File: config.mk
export PLATFORM = sky130hd
export DESIGN_NAME = if_id_pipe
export DESIGN_NICKNAME = d
export VERILOG_FILES = /design/src/rtl/mips_pkg.sv /design/src/rtl/pipe_entry.sv /design/src/rtl/if_id_pipe.sv
export SDC_FILE = /design/constraint.sdc
export NUM_CORES = 1
export LEC_CHECK = 0
export BUFFER_PORTS_ARGS = -buffer_cell sky130_fd_sc_hd__buf_2
export CAP_MARGIN = 30
export CORE_MARGIN = 1.5
export CORE_UTILIZATION = 25
export DETAILED_ROUTE_END_ITERATION = 16
export PLACE_DENSITY = 0.43
export SYNTH_ARGS = -nofsm -noshare
export SYNTH_HDL_FRONTEND = slang
export SYNTH_SLANG_ARGS = --single-unit
File: constraint.sdc
create_clock -name clock -period 2.8 [get_ports clock]
set_input_delay 0.84 -clock clock [delete_from_list [all_inputs] [get_ports clock]]
set_output_delay 0.84 -clock clock [all_outputs]
set_load 0.05 [all_outputs]
File: src/rtl/mips_pkg.sv
// Shared MIPS core definitions: default datapath widths, NOP encoding and
// the IF/ID occupancy states.
package mips_pkg;

  localparam int INSTR_W_DEF = 32;
  localparam int PC_W_DEF    = 32;
  localparam int PC_STEP_DEF = 4;
  localparam int CNT_W_DEF   = 16;

  // sll $0,$0,0
  localparam logic [31:0] MIPS_NOP = 32'h0000_0000;

  typedef enum logic [1:0] {
    EMPTY = 2'd0,
    ONE   = 2'd1,
    TWO   = 2'd2
  } pipe_state_e;

endpackage

File: src/rtl/pipe_entry.sv
// One IF/ID storage slot: {instr, pc, pc_next} captured together on load_i.
module pipe_entry #(
  parameter int INSTR_W = 32,
  parameter int PC_W    = 32
) (
  input  logic               clock,
  input  logic               reset_n,
  input  logic               load_i,
  input  logic [INSTR_W-1:0] instr_i,
  input  logic [PC_W-1:0]    pc_i,
  input  logic [PC_W-1:0]    pc_next_i,
  output logic [INSTR_W-1:0] instr_o,
  output logic [PC_W-1:0]    pc_o,
  output logic [PC_W-1:0]    pc_next_o
);

  logic [INSTR_W-1:0] instr_q;
  logic [PC_W-1:0]    pc_q;
  logic [PC_W-1:0]    pc_next_q;

  always_ff @(posedge clock or negedge reset_n) begin
    if (!reset_n) begin
      instr_q   <= '0;
      pc_q      <= '0;
      pc_next_q <= '0;
    end else if (load_i) begin
      instr_q   <= instr_i;
      pc_q      <= pc_i;
      pc_next_q <= pc_next_i;
    end
  end

  assign instr_o   = instr_q;
  assign pc_o      = pc_q;
  assign pc_next_o = pc_next_q;

endmodule

File: src/rtl/if_id_pipe.sv
// IF/ID pipeline stage: two-entry skid buffer with registered in_ready,
// synchronous flush to a NOP bubble and a saturating stall counter.
module if_id_pipe
  import mips_pkg::*;
#(
  parameter int                 INSTR_W = INSTR_W_DEF,
  parameter int                 PC_W    = PC_W_DEF,
  parameter int                 PC_STEP = PC_STEP_DEF,
  parameter logic [INSTR_W-1:0] NOP     = INSTR_W'(MIPS_NOP),
  parameter int                 CNT_W   = CNT_W_DEF
) (
  input  logic               clock,
  input  logic               reset_n,
  input  logic               in_valid,
  output logic               in_ready,
  input  logic [INSTR_W-1:0] in_instr,
  input  logic [PC_W-1:0]    in_pc,
  input  logic               flush,
  output logic               out_valid,
  input  logic               out_ready,
  output logic [INSTR_W-1:0] out_instr,
  output logic [PC_W-1:0]    out_pc,
  output logic [PC_W-1:0]    out_pc_next,
  output logic [CNT_W-1:0]   stall_cnt
);

  pipe_state_e        state_q, state_d;
  logic               in_ready_q, in_ready_d;
  logic [CNT_W-1:0]   stall_q, stall_d;

  logic               in_xfer, out_xfer;
  logic               load_main, load_skid, main_from_skid;
  logic [PC_W-1:0]    in_pc_next;

  logic [INSTR_W-1:0] main_instr_d, main_instr, skid_instr;
  logic [PC_W-1:0]    main_pc_d, main_pc, skid_pc;
  logic [PC_W-1:0]    main_pc_next_d, main_pc_next, skid_pc_next;

  assign in_pc_next = in_pc + PC_W'(PC_STEP);
  assign out_valid  = (state_q != EMPTY);
  assign in_xfer    = in_valid & in_ready_q;
  assign out_xfer   = out_valid & out_ready;

  always_comb begin
    state_d        = state_q;
    load_main      = 1'b0;
    load_skid      = 1'b0;
    main_from_skid = 1'b0;
    if (flush) begin
      state_d = EMPTY;
    end else begin
      case (state_q)
        EMPTY: begin
          if (in_xfer) begin
            state_d   = ONE;
            load_main = 1'b1;
          end
        end
        ONE: begin
          case ({in_xfer, out_xfer})
            2'b10: begin
              state_d   = TWO;
              load_skid = 1'b1;
            end
            2'b01: state_d = EMPTY;
            2'b11: load_main = 1'b1;
            default: state_d = ONE;
          endcase
        end
        TWO: begin
          // in_ready is low here, so only the drain of main can happen
          if (out_xfer) begin
            state_d        = ONE;
            load_main      = 1'b1;
            main_from_skid = 1'b1;
          end
        end
        default: state_d = EMPTY;
      endcase
    end
  end

  assign in_ready_d = (state_d != TWO);

  always_comb begin
    stall_d = stall_q;
    if (out_valid && !out_ready && (stall_q != {CNT_W{1'b1}})) begin
      stall_d = stall_q + CNT_W'(1);
    end
  end

  always_ff @(posedge clock or negedge reset_n) begin
    if (!reset_n) begin
      state_q    <= EMPTY;
      in_ready_q <= 1'b0;
      stall_q    <= '0;
    end else begin
      state_q    <= state_d;
      in_ready_q <= in_ready_d;
      stall_q    <= stall_d;
    end
  end

  assign main_instr_d   = main_from_skid ? skid_instr   : in_instr;
  assign main_pc_d      = main_from_skid ? skid_pc      : in_pc;
  assign main_pc_next_d = main_from_skid ? skid_pc_next : in_pc_next;

  pipe_entry #(.INSTR_W(INSTR_W), .PC_W(PC_W)) u_main (
    .clock     (clock),
    .reset_n   (reset_n),
    .load_i    (load_main),
    .instr_i   (main_instr_d),
    .pc_i      (main_pc_d),
    .pc_next_i (main_pc_next_d),
    .instr_o   (main_instr),
    .pc_o      (main_pc),
    .pc_next_o (main_pc_next)
  );

  pipe_entry #(.INSTR_W(INSTR_W), .PC_W(PC_W)) u_skid (
    .clock     (clock),
    .reset_n   (reset_n),
    .load_i    (load_skid),
    .instr_i   (in_instr),
    .pc_i      (in_pc),
    .pc_next_i (in_pc_next),
    .instr_o   (skid_instr),
    .pc_o      (skid_pc),
    .pc_next_o (skid_pc_next)
  );

  assign in_ready    = in_ready_q;
  assign out_instr   = out_valid ? main_instr   : NOP;
  assign out_pc      = out_valid ? main_pc      : '0;
  assign out_pc_next = out_valid ? main_pc_next : '0;
  assign stall_cnt   = stall_q;

endmodule
# Word level (Yosys, flattened, before mapping)
# Index checks and enable logic that the tools add are counted.
[totals]
word_cells = 46
n_memories = 0
romBits = 0
latchBits = 0
inputBits = 69
ram_bits = 0
reg_bits = 211
[op_classes]
div_mod_pow = 0
n_shift = 0
multipliers = 0
add_sub_neg = 2
bitwise = 2
eq_ne = 7
n_lt_le_gt_ge = 0
n_reduce_logical = 5
muxes = 21
[ops]
columns = ["cell", "count"]
rows = [
  ["32-bit two-way mux", 6],
  ["32-bit by 3-bit adder with 32-bit output, second input constant", 1],
  ["16-bit by 1-bit adder with 16-bit output, second input constant", 1],
  ["16-bit inequality test, second input constant", 1],
  ["2-bit one-hot mux with 3 select lines", 2],
  ["1-bit two-way mux", 9],
  ["2-bit equality test, second input constant", 3],
  ["2-bit two-way mux", 3],
  ["2-bit by 1-bit equality test with 1-bit output, second input constant", 2],
  ["1-bit one-hot mux with 3 select lines", 1],
  ["1-bit AND", 2],
  ["1-bit logical AND", 2],
  ["2-bit logical NOT", 1],
  ["2-bit inequality test, second input constant", 1],
  ["2-bit nonzero test", 1],
  ["1-bit logical NOT", 1],
]

# Logic depth before layout (Yosys ltp)
[logic_depth]
word_depth = 7
depth_mapped = 8
ltp_nobuf = 6

# Modules after synthesis
# A second synthesis with hierarchy kept.
[unflattened]
cells_unflattened = 990
area_unflattened_um2 = 11001.8
[modules_own_cells]
columns = ["module", "seq_area_each_um2", "area_each_um2", "cells_each", "n_inst"]
rows = [
  ["pipe_entry", 2402.3, 3764.9, 203, 2],
  ["if_id_pipe", 475.5, 3472.1, 584, 1],
]

# Least setup slack after synthesis
# Ideal clock, no wire load.
[synth_timing]
kind = "register -> output"
startpoint = "register state_q[1]"
endpoint = "output port out_pc_next[0]"
n_path_buf = 3
t_arrival_ps = 1824
setup_slack_ps = 136
stages_incl_launch_ff = 7
path_cell_list = "dfrtp_1 nor2_1 inv_1 clkbuf_1 clkbuf_1 and2_1 buf_4"
[synth_via]
elab_chain_cells = 2
[synth_rtl]
columns = ["element", "line_no", "text"]
rows = [
  ["from (decl)", "if_id_pipe.sv:27", "pipe_state_e state_q, state_d;"],
  ["from (signal assigned)", "if_id_pipe.sv:98", "state_q <= state_d;"],
  ["2-bit nonzero test", "if_id_pipe.sv:40", "assign out_valid = (state_q != EMPTY);"],
  ["32-bit two-way mux", "if_id_pipe.sv:135", "assign out_pc_next = out_valid ? main_pc_next : '0;"],
  ["to (decl)", "if_id_pipe.sv:23", "output logic [PC_W-1:0] out_pc_next,"],
]
# No other way between the ends.

# Final worst setup path
[layout_timing]
startpoint = "register state_q[1]"
endpoint = "output port out_pc_next[11]"
# The elaborated chain is that of the path after synthesis.

==> metrics.md <==
| Metric | Value |
|---|---|
| Status | finished, final reports clean |
| DRT Pass-1 Iters | 5 |
| Area after DPL | 0.0114 mm^2 |
| Worst hold path type | in2async |
| Core region area | slightly below 0.04 mm^2 |
| DR iter-0 viols | roughly 350 |
| Vias | about 7.6k |
| Die Span X | slightly above 200 um |
| Fin area | roughly 0.012 mm^2 |
| Clock skew | 0.00607 ns |
| # IOs | around 180 |
| Worst Path Max Fanout | 53 |
| Fin crit share | 0.956 |
| Layout cells sized above 1 | 0.268 |
| Max_cap viols | 0 |
| Clk buf depth | 3 |
| Synth top area cells | dfrtp_1 53%, nand2_1 7.0%, and2_1 6.1% |
| GP Congestion | 0.734 |
| Worst r2r src | state_q[1] |
| GRT Total Usage | 0.143 |
| Ys Warns | 0 |
| Area Overhead vs Synth | 25.3% |
| Critical Path Start Type | register |
| Yosys cell types | about 50 |
| Synth Net Count | 1068 |
| CTS tree | built |
| Mapped Cells | ~1000 |
| Actual slew at the worst max-slew pin | about 0.56 ns |
| Number of synthesized flops with an enable pin | 0 |
| WP data arrival | 1.84 ns |
| Clock H-tree levels | 1 |
| Final setup TNS | 0 ns |
| Pwr dens | a little under 800 mW/mm^2 |
| #FFs+latches synth | about 210 |
| Synth area leader | dfrtp_1 |
| Achievable Freq | roughly 370 MHz |
| Routed Antenna Nets | 0 |
| CTS sink cnt | just over 200 |
| Num CTS Buffers | 26 |
| Final setup vio count | 0 |
| Peak supply drop | roughly 360 uV |
| Layout net count | 1232 |
| Largest net degree at the start of global routing | 90 |
| # diodes | 0 |
| Initial core utilization | 0.255 |
| Synth Flop Type | dfrtp_1 |
| DR DRC count | 0 |
| LEAKAGE | ~5.7 nW |
| Worst reg2reg setup slack | about 0.88 ns |
| Clk_lat worst skew | roughly 0.54 ns |
| WL final | 28700 um |
| Share of the synthesized area in the top cell type | 0.525 |
| Synthesized area per cell | around 10 um^2 |
| Reg2reg path depth | 6 |
| CP Class | reg2out |
| PortBufs | around 180 |
| Mapped Area | a little under 0.01 mm^2 |
| Cts hold-fix bufs | 0 |
| Die Span Y | 202 um |
| Async set or reset register ratio after synthesis | 1.00 |
| Seq/Total Area, Yosys | 0.525 |
| Min Tclk post-route | 2.68 ns |
| Vias in the first global route | 7625 |
| First-pass GRT wire length | approximately 46000 um |
| FF-to-FF End | u_main.instr_o[28] |
| RSZ-0062 raised after global routing | no |
| Slew Limit Fails | 0 |
| Final Hold Vio Count | 0 |
| Initial antenna violation count | 2 |
| Vias per cell | roughly 4.5 |
| # rows | a little over 70 |
| Routed WL per cell | between 15 and 20 um |
| Worst Setup End Kind | primary output |
| Root buf cell | clkbuf_16 |
| Req. time, crit path | just under 2 ns |
| GRT overflow | 0 |
| Die footprint | 0.0406 mm^2 |
| Slew margin rel. | 0.625 |
| Post-DP HPWL | between 15000 and 20000 um |
| Clock-pin slew on the worst setup and hold paths | approximately 0.06 ns |
synthesized netlist by cell type, types with 8 or more instances:
| master | instances |
|---|---|
| and2_1 | 96 |
| dfrtp_1 | 207 |
| and3_1 | 8 |
| a21oi_1 | 17 |
| clkbuf_1 | 30 |
| o21ai_0 | 9 |
| mux2_1 | 27 |
| o21ai_1 | 39 |
| a31oi_1 | 66 |
| nand4_1 | 16 |
| mux2_2 | 46 |
| o22ai_1 | 12 |
| nand2_1 | 184 |
| or3_1 | 10 |
| buf_4 | 15 |
| nor2_1 | 79 |
| xor2_1 | 25 |
| buf_2 | 22 |
| nand3_1 | 20 |
| xnor2_1 | 17 |
cell usage in the layout (no fill, tap or decap), types with 3 or more instances in the layout:
cell type    n
nand4_1     16
nand2_1    184
xor2_1      25
mux2i_1      3
xnor2_1     17
nor2_1      78
clkbuf_1     6
bufinv_16    3
mux2_1      27
or3_1       10
clkinv_2     4
o21ai_1     39
o22ai_1     12
clkbuf_16   26
a21oi_1     17
nor4_1       5
dfrtp_1    205
a31oi_1     66
clkbuf_8     8
nand3_1     20
and3_1       8
buf_12      10
inv_1        3
buf_2      172
and2_1      95
o21ai_0      9
buf_4       24
mux2_2      46
nor3_1       4
report_power, final:
part	internal [mW]	total [mW]	switching, mW
registers	3.70	4.10	0.400
logic	0.756	2.14	1.38
clock network	2.20	3.54	1.35
total	6.65	9.78	3.13
kinds of logic (layout without fill, tap and decap cells):
family                     after synthesis  count (layout)  synth area share
and+or+nand+nor                        441             441             0.220
buffers and inverters                   78             262            0.0393
DFF                                    207             207             0.525
adders and majority gates                2               2           0.00254
xor gates and xnor gates                42              42            0.0373
AOI/OAI and AO/OA                      151             151            0.0892
muxes                                   76              76            0.0864
registers in the layout, indices dropped and copies added, names as in the netlist:
register and count:
u_main.instr_o 32, u_main.pc_next_o 32, u_skid.instr_o 32, u_skid.pc_next_o 32
u_main.pc_o 30, u_skid.pc_o 30, stall_cnt 16, state_q 2
in_ready 1
how the worst max path moves through the flow:
stage,slack (ns),endpoint,cells after the start,start
global placement,0.26,u_main.pc_next_o[26],7,in_pc[2]
finish,0.12,out_pc_next[11],5,state_q[1]
floorplan,0.14,out_pc_next[0],6,state_q[1]
global route,0.00002,out_pc_next[18],5,state_q[1]
detailed placement,0.21,out_pc[9],5,state_q[1]
CTS,0.005,out_pc[9],5,state_q[0]
repair_timing:
action                     4_1_cts  5_1_grt
pin swaps                        1        1
setup buffers                    0        1
setup endpoints to repair       97       59
gates resized for setup         12       10
gates cloned                     0        0
worst max-delay path: stages (launching register included):
cell     delay [ns]
dfrtp_2        0.46
nor2_4         0.14
inv_2          0.07
buf_12         0.16
and2_1         0.22
buf_4          0.20
per-layer routing:
metal  routed length (um)  global-route usage  vias to the layer above
met5                    0                   0                        -
met3                 1290              0.0235                       43
met1                13900               0.206                     3685
li1                     -                   -                     3736
met2                12900               0.221                      179
met4                  721              0.0381                        0
cell type report:
| type | count | area, um^2 |
|---|---|---|
| Timing Repair Buffer | 210 | 1290 |
| Sequential cell | 207 | 5180 |
| Fill cell | 4124 | 26400 |
| Clock buffer | 40 | 783 |
| Multi-Input combinational cell | 712 | 4320 |
| Tap cell | 518 | 648 |
| Inverter | 4 | 15.0 |
| Clock inverter | 8 | 126 |
metrics by stage:
stage | setup WS [ns] | power, mW | hold slack (ns) | cells | utilization
floorplan | 0.136 | 5.63 | 0.445 | 997 | -
global placement | 0.257 | 6.27 | 0.460 | 1650 | 0.294
detailed placement | 0.207 | 6.31 | 0.469 | 1650 | 0.294
CTS | 0.00519 | 9.96 | 0.212 | 1698 | 0.318
global route | 0.0000235 | 10.3 | 0.221 | 1699 | 0.319
finish | 0.123 | 9.78 | 0.214 | 1699 | 0.319
No activity file was read; power rests on OpenSTA's default activity.
